$ cat src/rtl/bf16_mac_pkg.sv
// Shared types and constants for the BF16 dot-product sequencer and its MAC lane.
package bf16_mac_pkg;

    typedef logic [15:0] bf16_t;

    typedef enum logic [1:0] {
        IDLE,
        ISSUE,
        CAPT,
        DONE
    } seq_state_t;

    localparam bf16_t BF16_ZERO = 16'h0000;
    localparam logic  CNTL_LOAD = 1'b0;
    localparam logic  CNTL_ACC  = 1'b1;

endpackage

$ cat src/rtl/bf16_dot_unit.sv
// Integration wrapper: one dot-product sequencer driving one shared BF16 MAC lane.
module bf16_dot_unit
    import bf16_mac_pkg::*;
#(
    parameter int N       = 4,
    parameter int MAC_LAT = 1
) (
    input  logic            clk1,
    input  logic            rst1,
    input  logic            in_valid,
    output logic            in_ready,
    input  logic [16*N-1:0] a_vec,
    input  logic [16*N-1:0] b_vec,
    output logic            out_valid,
    input  logic            out_ready,
    output bf16_t           out_data,
    output logic            busy
);

    bf16_t mac_a, mac_b, mac_out;
    logic  mac_cntl;

    bf16_dot_sequencer #(
        .N       (N),
        .MAC_LAT (MAC_LAT)
    ) u_seq (
        .clk1      (clk1),
        .rst1      (rst1),
        .in_valid  (in_valid),
        .in_ready  (in_ready),
        .a_vec     (a_vec),
        .b_vec     (b_vec),
        .mac_a     (mac_a),
        .mac_b     (mac_b),
        .mac_cntl  (mac_cntl),
        .mac_out   (mac_out),
        .out_valid (out_valid),
        .out_ready (out_ready),
        .out_data  (out_data),
        .busy      (busy)
    );

    bfloat_mac2 #(
        .LAT (MAC_LAT)
    ) u_mac (
        .clk1   (clk1),
        .rst1   (rst1),
        .a_i    (mac_a),
        .b_i    (mac_b),
        .cntl_i (mac_cntl),
        .out_o  (mac_out)
    );

endmodule

$ cat src/rtl/bfloat_mac2.sv
// BF16 multiply-accumulate lane: out = a*b (load) or out + a*b (accumulate), visible LAT cycles later.
// Truncating rounding; subnormals flush to zero and overflow saturates to infinity.
module bfloat_mac2
    import bf16_mac_pkg::*;
#(
    parameter int LAT = 1
) (
    input  logic  clk1,
    input  logic  rst1,
    input  bf16_t a_i,
    input  bf16_t b_i,
    input  logic  cntl_i,
    output bf16_t out_o
);

    logic              p_s, c_s, x_s, y_s;
    logic              p_zero, c_zero, x_big;
    logic [15:0]       prod;
    logic signed [9:0] p_e, c_e, x_e, y_e, d_e, res_e;
    logic [15:0]       p_m, c_m, x_m, y_m, y_sh;
    logic [16:0]       sum, norm;
    logic [4:0]        hb;
    bf16_t             res;
    bf16_t             pipe_q [LAT];

    always_comb begin
        prod = {1'b1, a_i[6:0]} * {1'b1, b_i[6:0]};
        p_s  = a_i[15] ^ b_i[15];
        // Mantissas are kept with the hidden bit at position 15.
        if (prod[15]) begin
            p_m = prod;
            p_e = $signed({2'b00, a_i[14:7]}) + $signed({2'b00, b_i[14:7]}) - 10'sd126;
        end else begin
            p_m = {prod[14:0], 1'b0};
            p_e = $signed({2'b00, a_i[14:7]}) + $signed({2'b00, b_i[14:7]}) - 10'sd127;
        end
        p_zero = (a_i[14:7] == 8'd0) || (b_i[14:7] == 8'd0) || (p_e <= 10'sd0);
        if (p_zero) begin
            p_m = 16'd0;
            p_e = 10'sd0;
        end

        c_s    = out_o[15];
        c_zero = (cntl_i == CNTL_LOAD) || (out_o[14:7] == 8'd0);
        c_m    = c_zero ? 16'd0 : {1'b1, out_o[6:0], 8'd0};
        c_e    = c_zero ? 10'sd0 : $signed({2'b00, out_o[14:7]});

        x_big = (p_e > c_e) || ((p_e == c_e) && (p_m >= c_m));
        if (x_big) begin
            x_s = p_s; x_e = p_e; x_m = p_m;
            y_s = c_s; y_e = c_e; y_m = c_m;
        end else begin
            x_s = c_s; x_e = c_e; x_m = c_m;
            y_s = p_s; y_e = p_e; y_m = p_m;
        end

        d_e  = x_e - y_e;
        y_sh = (d_e > 10'sd16) ? 16'd0 : (y_m >> d_e[4:0]);
        sum  = (x_s == y_s) ? ({1'b0, x_m} + {1'b0, y_sh}) : ({1'b0, x_m} - {1'b0, y_sh});

        hb = 5'd0;
        for (int i = 0; i < 17; i++) begin
            if (sum[i]) hb = 5'(i);
        end
        norm  = sum << (5'd16 - hb);
        res_e = x_e + $signed({5'b00000, hb}) - 10'sd15;

        if ((sum == 17'd0) || (res_e <= 10'sd0)) res = BF16_ZERO;
        else if (res_e >= 10'sd255)              res = {x_s, 8'hFF, 7'h00};
        else                                     res = {x_s, res_e[7:0], 7'(norm >> 9)};
    end

    always_ff @(posedge clk1) begin
        if (rst1) begin
            for (int i = 0; i < LAT; i++) pipe_q[i] <= BF16_ZERO;
        end else begin
            pipe_q[0] <= res;
            for (int i = 1; i < LAT; i++) pipe_q[i] <= pipe_q[i-1];
        end
    end

    assign out_o = pipe_q[LAT-1];

endmodule

$ cat src/rtl/bf16_dot_sequencer.sv
// Streams N BF16 element pairs through one shared MAC lane, one slot of MAC_LAT cycles per element,
// and returns the captured dot product over a valid/ready handshake.
module bf16_dot_sequencer
    import bf16_mac_pkg::*;
#(
    parameter int N       = 4,
    parameter int MAC_LAT = 1
) (
    input  logic            clk1,
    input  logic            rst1,
    input  logic            in_valid,
    output logic            in_ready,
    input  logic [16*N-1:0] a_vec,
    input  logic [16*N-1:0] b_vec,
    output bf16_t           mac_a,
    output bf16_t           mac_b,
    output logic            mac_cntl,
    input  bf16_t           mac_out,
    output logic            out_valid,
    input  logic            out_ready,
    output bf16_t           out_data,
    output logic            busy
);

    localparam int IDX_W  = (N > 1) ? $clog2(N) : 1;
    localparam int SLOT_W = (MAC_LAT > 1) ? $clog2(MAC_LAT) : 1;
    localparam logic [IDX_W-1:0]  IDX_LAST  = IDX_W'(N - 1);
    localparam logic [SLOT_W-1:0] SLOT_LAST = SLOT_W'(MAC_LAT - 1);

    seq_state_t        state_q, state_d;
    logic [IDX_W-1:0]  idx_q, idx_d;
    logic [SLOT_W-1:0] slot_q, slot_d;
    logic [16*N-1:0]   a_q, b_q;
    bf16_t             out_data_q;
    logic              load_vec, capture;

    always_comb begin
        state_d   = state_q;
        idx_d     = idx_q;
        slot_d    = slot_q;
        load_vec  = 1'b0;
        capture   = 1'b0;
        in_ready  = 1'b0;
        out_valid = 1'b0;
        busy      = 1'b1;
        mac_a     = BF16_ZERO;
        mac_b     = BF16_ZERO;
        mac_cntl  = CNTL_ACC;

        case (state_q)
            IDLE: begin
                in_ready = 1'b1;
                busy     = 1'b0;
                if (in_valid) begin
                    load_vec = 1'b1;
                    idx_d    = '0;
                    slot_d   = '0;
                    state_d  = ISSUE;
                end
            end
            ISSUE: begin
                // Only the first cycle of a slot carries operands; the rest are 0*0 bubbles.
                if (slot_q == '0) begin
                    mac_a    = a_q[16*idx_q +: 16];
                    mac_b    = b_q[16*idx_q +: 16];
                    mac_cntl = (idx_q != '0) ? CNTL_ACC : CNTL_LOAD;
                end
                if (slot_q == SLOT_LAST) begin
                    slot_d = '0;
                    if (idx_q == IDX_LAST) begin
                        idx_d   = '0;
                        state_d = CAPT;
                    end else begin
                        idx_d = idx_q + 1'b1;
                    end
                end else begin
                    slot_d = slot_q + 1'b1;
                end
            end
            CAPT: begin
                capture = 1'b1;
                state_d = DONE;
            end
            DONE: begin
                out_valid = 1'b1;
                if (out_ready) state_d = IDLE;
            end
            default: state_d = IDLE;
        endcase

        // A load of 0*0 while in reset leaves the MAC cleared.
        if (rst1) begin
            mac_a    = BF16_ZERO;
            mac_b    = BF16_ZERO;
            mac_cntl = CNTL_LOAD;
        end
    end

    always_ff @(posedge clk1) begin
        if (rst1) begin
            state_q    <= IDLE;
            idx_q      <= '0;
            slot_q     <= '0;
            a_q        <= '0;
            b_q        <= '0;
            out_data_q <= BF16_ZERO;
        end else begin
            state_q <= state_d;
            idx_q   <= idx_d;
            slot_q  <= slot_d;
            if (load_vec) begin
                a_q <= a_vec;
                b_q <= b_vec;
            end
            if (capture) out_data_q <= mac_out;
        end
    end

    assign out_data = out_data_q;

endmodule

$ cat config.mk
export PLATFORM = sky130hd
export DESIGN_NAME = bf16_dot_unit
export DESIGN_NICKNAME = d
export VERILOG_FILES = /design/src/rtl/bf16_mac_pkg.sv /design/src/rtl/bf16_dot_unit.sv /design/src/rtl/bfloat_mac2.sv /design/src/rtl/bf16_dot_sequencer.sv
export SDC_FILE = /design/constraint.sdc
export NUM_CORES = 1
export LEC_CHECK = 0
export CELL_PAD_IN_SITES_DETAIL_PLACEMENT = 1
export CELL_PAD_IN_SITES_GLOBAL_PLACEMENT = 2
export CORE_ASPECT_RATIO = 1.1
export CORE_MARGIN = 8
export CORE_UTILIZATION = 35
export CTS_BUF_LIST = sky130_fd_sc_hd__clkbuf_4 sky130_fd_sc_hd__clkbuf_8
export DETAILED_ROUTE_END_ITERATION = 6
export GPL_ROUTABILITY_DRIVEN = 0
export PLACE_DENSITY = 0.92
export SETUP_SLACK_MARGIN = 0.4
export SYNTH_ARGS = -nofsm -noshare
export SYNTH_HDL_FRONTEND = slang
export SYNTH_SLANG_ARGS = --single-unit
$ cat constraint.sdc
create_clock -name clk1 -period 30.1 [get_ports clk1]
set_input_delay 6.02 -clock clk1 [delete_from_list [all_inputs] [get_ports clk1]]
set_output_delay 6.02 -clock clk1 [all_outputs]
set_load 0.1 [all_outputs]
After elaboration in Yosys (flattened, before gate mapping)
Memories as Yosys holds them, arrays and structs flattened.
Index checks and enable logic that the tools add are counted.

word-level totals
  register bits after elaboration = 149
  latch bits = 0
  RAM bits = 16
  bits in read-only memories = 0
  output and inout bits = 19
  logic and storage cells = 123
  memories kept = 1

memories
  memory        depth  bits a word  rd ports  clocked after memory_dff  write ports  RTL line           source
  u_mac.pipe_q  1      16           1         0                         1            bfloat_mac2.sv:24  bf16_t pipe_q [LAT];

cells by class
  $add $sub $neg = 11
  multipliers = 1
  divide/modulo/power cells = 0
  $lt $le $gt $ge = 6
  equal/unequal tests = 10
  shift operators = 4
  muxes and demuxes = 65
  bitwise operators = 2
  reductions and logical operators = 17

operator list
  operator                                                         number
  two-way mux 16 bit                                               14
  indexed part select 64 x 7 -> 16 bit                             2
  two-way mux 10 bit                                               4
  two-way mux 4 bit                                                8
  logical NOT 8 bit                                                3
  less-or-equal comparator 10 x 1 -> 1 bit, second input constant  2
  subtractor 10 x 8 -> 10 bit, second input constant               2
  two-way mux 1 bit                                                19
  two-way mux 2 bit                                                9
  adder 16 x 16 -> 17 bit                                          1
  logical NOT 17 bit                                               1
  two-way mux 17 bit                                               1
  << shifter 17 x 5 -> 16 bit                                      1
  subtractor 16 x 16 -> 17 bit                                     1
  >= comparator 16 bit                                             1
  multiplier 8 x 8 -> 16 bit                                       1
  OR reduction 16 bit                                              1
  right shift 16 x 5 -> 16 bit                                     1
  two-way mux 15 bit                                               1
  two-way mux 3 bit                                                4
  adder 10 x 6 -> 10 bit                                           1
  == test 10 bit                                                   1
  >= comparator 10 x 9 -> 1 bit, second input constant             1
  greater-than comparator 10 bit                                   1
  other kinds (26)                                                 35

Logic depth before layout (Yosys ltp)
  word-level depth = 41
  depth in mapped cells = 90
  depth with buffers taken out = 84

Hierarchy
From an unflattened synthesis, not the netlist that was laid out.

second synthesis, totals
  cell total of the unflattened synthesis = 1912
  area, all modules = 14851.7 um^2

by module, submodules not included
  module              instances  cells each  area an instance (um^2)  sequential area each (um^2)
  bfloat_mac2         1          1189        8535.7                   320.3
  bf16_dot_sequencer  1          723         6316.1                   2962.8

Worst setup path before layout
OpenSTA, ideal clock, no wires.

  path type = in2reg
  start = input port rst1
  end = memory u_mac.pipe_q[0][5] (netlist bit)
  library setup time = 0.093 ns
  data arrival time = 23.667 ns
  setup slack = 6.341 ns
  stages = 88
  cells stage by stage = clkbuf_1 nor2b_1 clkbuf_1 clkbuf_1 nand2_1 inv_1 nand2_1 fa_1 fa_1 inv_1 fa_1 inv_1 fa_1 inv_1 ha_1 o211ai_2 o21a_2 a211o_1 [52 not listed] buf_2 nand2_1 inv_1 ha_1 ha_1 fa_1 a21oi_1 nor2_1 nor2_1 o21bai_1 a21oi_1 o21bai_1 a21oi_1 xnor2_1 o21bai_1 nand3_1 nand3b_1 o32ai_1

between the ends
  cells in the longest elaborated chain, start to end = 38
  elaborated cells on any way between the ends = 72

ends and longest elaborated chain
  item                                                                                 RTL line            source
  start, declared                                                                      bf16_dot_unit.sv:9  input logic rst1,
  parallel branches: the longest is 38 deep, another holds multiplier 8 x 8 -> 16 bit  n/a
  end, declared                                                                        bfloat_mac2.sv:24

Several ways; the timed one is not identified.

Worst setup path after layout
Ends and elaborated chain as after synthesis.

==> flow_summary.toml <==
[outcome]
status = "finished, final reports clean"

[logic_synthesis]
synth_xor_xnor_area_share = 0.0425
post_synth_fa_ha_maj_area_fraction = 0.138
synthArstFlopShare = 0
syn_nets = 2137
synthSimpleGateAreaFrac = 0.224
synth_top_flop_cell = "sky130_fd_sc_hd__dfxtp_1"
synth.distinct_cells = 99
ys_ff_latch = 164
syn_inst = 1869
synth-edff-count = 0
yosysWarnings = 0
postSynthAreaPerCell_sq_um = 7.76
synth-compound-area-share = 0.203
synth_sequential_area_ratio = 0.226
post_synth_mux_area_share = 0.108
synth_top_family_by_area = "simple AND/OR/NAND/NOR gates"
synthesis.area_sq_mm = 0.0145

[power]
p_per_area_mw_per_mm2 = 43.4
p_leak_nw = 6.89
peakVddDrop_v = 0.0000698

[worst_setup_path]
regToRegSetupSlack_ps = 8280
max_stage_delay_ps = 870
type_of_element_launching_the_critical_path = "input port"
timing.critical_path.slowest_stage_cell = "sky130_fd_sc_hd__a31oi_1"
critical_path.reg2reg.startpoint = "u_seq.idx_q[0]"
timing.critical_path.to_type = "register"
timing.critical_path.fanout_max = 58
critical_path_required_ps = 30500
path_class = "in2reg"
timing.critical_path.from = "rst1"
arrival_ps = 27140

[clock_tree]
cts.sinks = 164
cts_made_buffers = 17
cts_htree_levels = 4
cts.repair_timing.setup_buffer_count = 0
cts_buffer_depth = 2
clk-insertion-delay-late_ps = 490
tritoncts = "done"
cts_root_buffer = "sky130_fd_sc_hd__clkbuf_8"
cts-resized-gates = 0
post_cts_hold_buffer_count = 0
clock_pin_slew_on_the_worst_setup_and_hold_paths_ps = 100

[sta]
fmax_achieved_ghz = 0.0374
fin_max_slew_vios = 0
unrepaired_setup_endpoints_after_global_routing = "no"
min_period_ps = 26740
final-hold-violation-count = 0
tightest_slew_ps = 1080
finalSetupViolations = 0
setup_total_negative_slack_ps = 0
timing.final.ws_setup_ps = 3360
skew_ps = 16.5
layout_worst_path_cycle_share = 0.888
slew_headroom = 0.277

[grt]
grt_first_pass_wirelength_mm = 76.9
initial_antenna_violation_count = 0
gr-total-overflow = 0
grt_max_degree = 105
grt_pass1_vias = 14600
grt_usage = 0.194

[cells_and_area]
stdcell_area_sq_mm = 0.0169
drive_gt1_frac = 0.0722
most-common-layout-cells = "sky130_fd_sc_hd__nand2_1 (369), sky130_fd_sc_hd__a21oi_1 (224), sky130_fd_sc_hd__dfxtp_1 (163), sky130_fd_sc_hd__clkdlybuf4s50_1 (149), sky130_fd_sc_hd__inv_1 (121)"
layout.cells.most_common = "sky130_fd_sc_hd__nand2_1"
nets = 2222
insertedDiodeCount = 0
fillers = 5051
synthToLayoutAreaGrowth_pct = 16.3

[drt]
totalWireLength_mm = 47.3
number_of_violations_reported_at_the_end_of_detailed_routing_iteration_0 = 752
avgViaCountPerCell = 5.46
ant_nets = 0
number_of_detailed_route_iterations_in_the_first_pass = 5
drc_errors = 0
avgRoutedWirePerCell_um = 18.7
detailroute.via_count = 13800

[place]
placement.cell_area_sq_mm = 0.0164
portBuffers = 150
detailed_place_hpwl_mm = 37.8
dp_worst_setup_slack_ps = 3280

[floorplan]
fp.dieW_um = 210
fp-row-count = 78
die_area_sq_mm = 0.0482
initial_utilization = 0.353
io-pin-count = 151
coreArea_sq_mm = 0.0411
die_h_um = 229

[worst_hold_path]
hold_path.startpoint = "u_seq.a_q[54]"
hp-class = "reg2reg"

[run]
drv.max_cap_violation_count = 0
==> flip-flops by register name (all words and copies together) (netlist names) <==
name / count
u_mac.pipe_q: 16
u_seq.a_q: 64
u_seq.b_q: 64
u_seq.idx_q: 2
u_seq.out_data: 16
u_seq.state_q: 2
==> routing by layer <==
metal | vias up | track usage | part of all wire
met5 | - | 0 | 0
met4 | 0 | 0.0520 | 0.019
met3 | 52 | 0.0268 | 0.033
met2 | 255 | 0.347 | 0.50
met1 | 6765 | 0.241 | 0.45
li1 | 6723 | - | -
==> worst max-delay path, delay by kind of cell <==
family / cells / cell delay, ps
and+or+nand+nor: 24 / 5430
xor gates and xnor gates: 2 / 260
adders and majority gates: 12 / 4350
AOI/OAI and AO/OA: 33 / 8560
buffers and inverters: 10 / 1400
muxes: 3 / 1020
==> stage by stage <==
stage	util	total power, W	hold slack [ps]	std cells
after global placement	0.400	0.000556	440	2495
final	0.410	0.000732	458	2527
after detailed placement	0.400	0.000565	444	2495
after global routing	0.410	0.000778	475	2527
after floorplan	-	0.000477	433	1869
after CTS	0.410	0.000739	460	2527
==> where the power goes <==
part           internal (W)  leakage, nW  total (W)  switching, W
sequential         0.000252         1.34   0.000270     0.0000184
clock             0.0000804        0.217   0.000173     0.0000930
combinational      0.000102         5.33   0.000288      0.000186
==> final timing paths <==
path | endpoint | cells after the start
setup / recovery | u_mac.pipe_q[0][5] | 84
hold / removal | u_seq.a_q[54] | 2
setup reg to reg | u_mac.pipe_q[0][5] | 82
hold reg to reg | u_seq.a_q[54] | 2
==> kinds of logic after synthesis <==
logic type                 Yosys count
buffers and inverters              220
muxes                              105
adders and majority gates          136
xor gates and xnor gates            64
AOI/OAI and AO/OA                  462
and+or+nand+nor                    718
DFF                                164
==> cells in the mapped netlist (17+ instances only) <==
| master | count | area, sq um |
|---|---|---|
| sky130_fd_sc_hd__nand2_1 | 370 | 1390 |
| sky130_fd_sc_hd__and3_1 | 35 | 219 |
| sky130_fd_sc_hd__ha_1 | 97 | 1210 |
| sky130_fd_sc_hd__a21oi_1 | 224 | 1120 |
| sky130_fd_sc_hd__fa_1 | 39 | 781 |
| sky130_fd_sc_hd__inv_1 | 121 | 454 |
| sky130_fd_sc_hd__mux2i_1 | 49 | 490 |
| sky130_fd_sc_hd__xnor2_1 | 42 | 368 |
| sky130_fd_sc_hd__a211oi_1 | 17 | 128 |
| sky130_fd_sc_hd__dfxtp_1 | 164 | 3280 |
| sky130_fd_sc_hd__xor2_1 | 17 | 149 |
| sky130_fd_sc_hd__clkbuf_1 | 76 | 285 |
| sky130_fd_sc_hd__nand3_1 | 47 | 235 |
| sky130_fd_sc_hd__nor4_1 | 18 | 113 |
| sky130_fd_sc_hd__nor2_1 | 119 | 447 |
| sky130_fd_sc_hd__mux4_2 | 39 | 878 |
| sky130_fd_sc_hd__o21ai_0 | 56 | 280 |
| sky130_fd_sc_hd__nor3_1 | 27 | 135 |
| sky130_fd_sc_hd__and2_1 | 35 | 219 |
==> layout make-up <==
| class | count | area, sq um | area share |
|---|---|---|---|
| Clock buffer | 18 | 248 | 0.0147 |
| Clock inverter | 14 | 184 | 0.0109 |
| Inverter | 123 | 462 | 0.0274 |
| Multi-Input combinational cell | 1485 | 10400 | 0.616 |
| Sequential cell | 164 | 3280 | 0.195 |
| Tap cell | 560 | 701 | 0.0416 |
| Timing Repair Buffer | 163 | 1600 | 0.0947 |
Power figures use the tool's default switching activity.
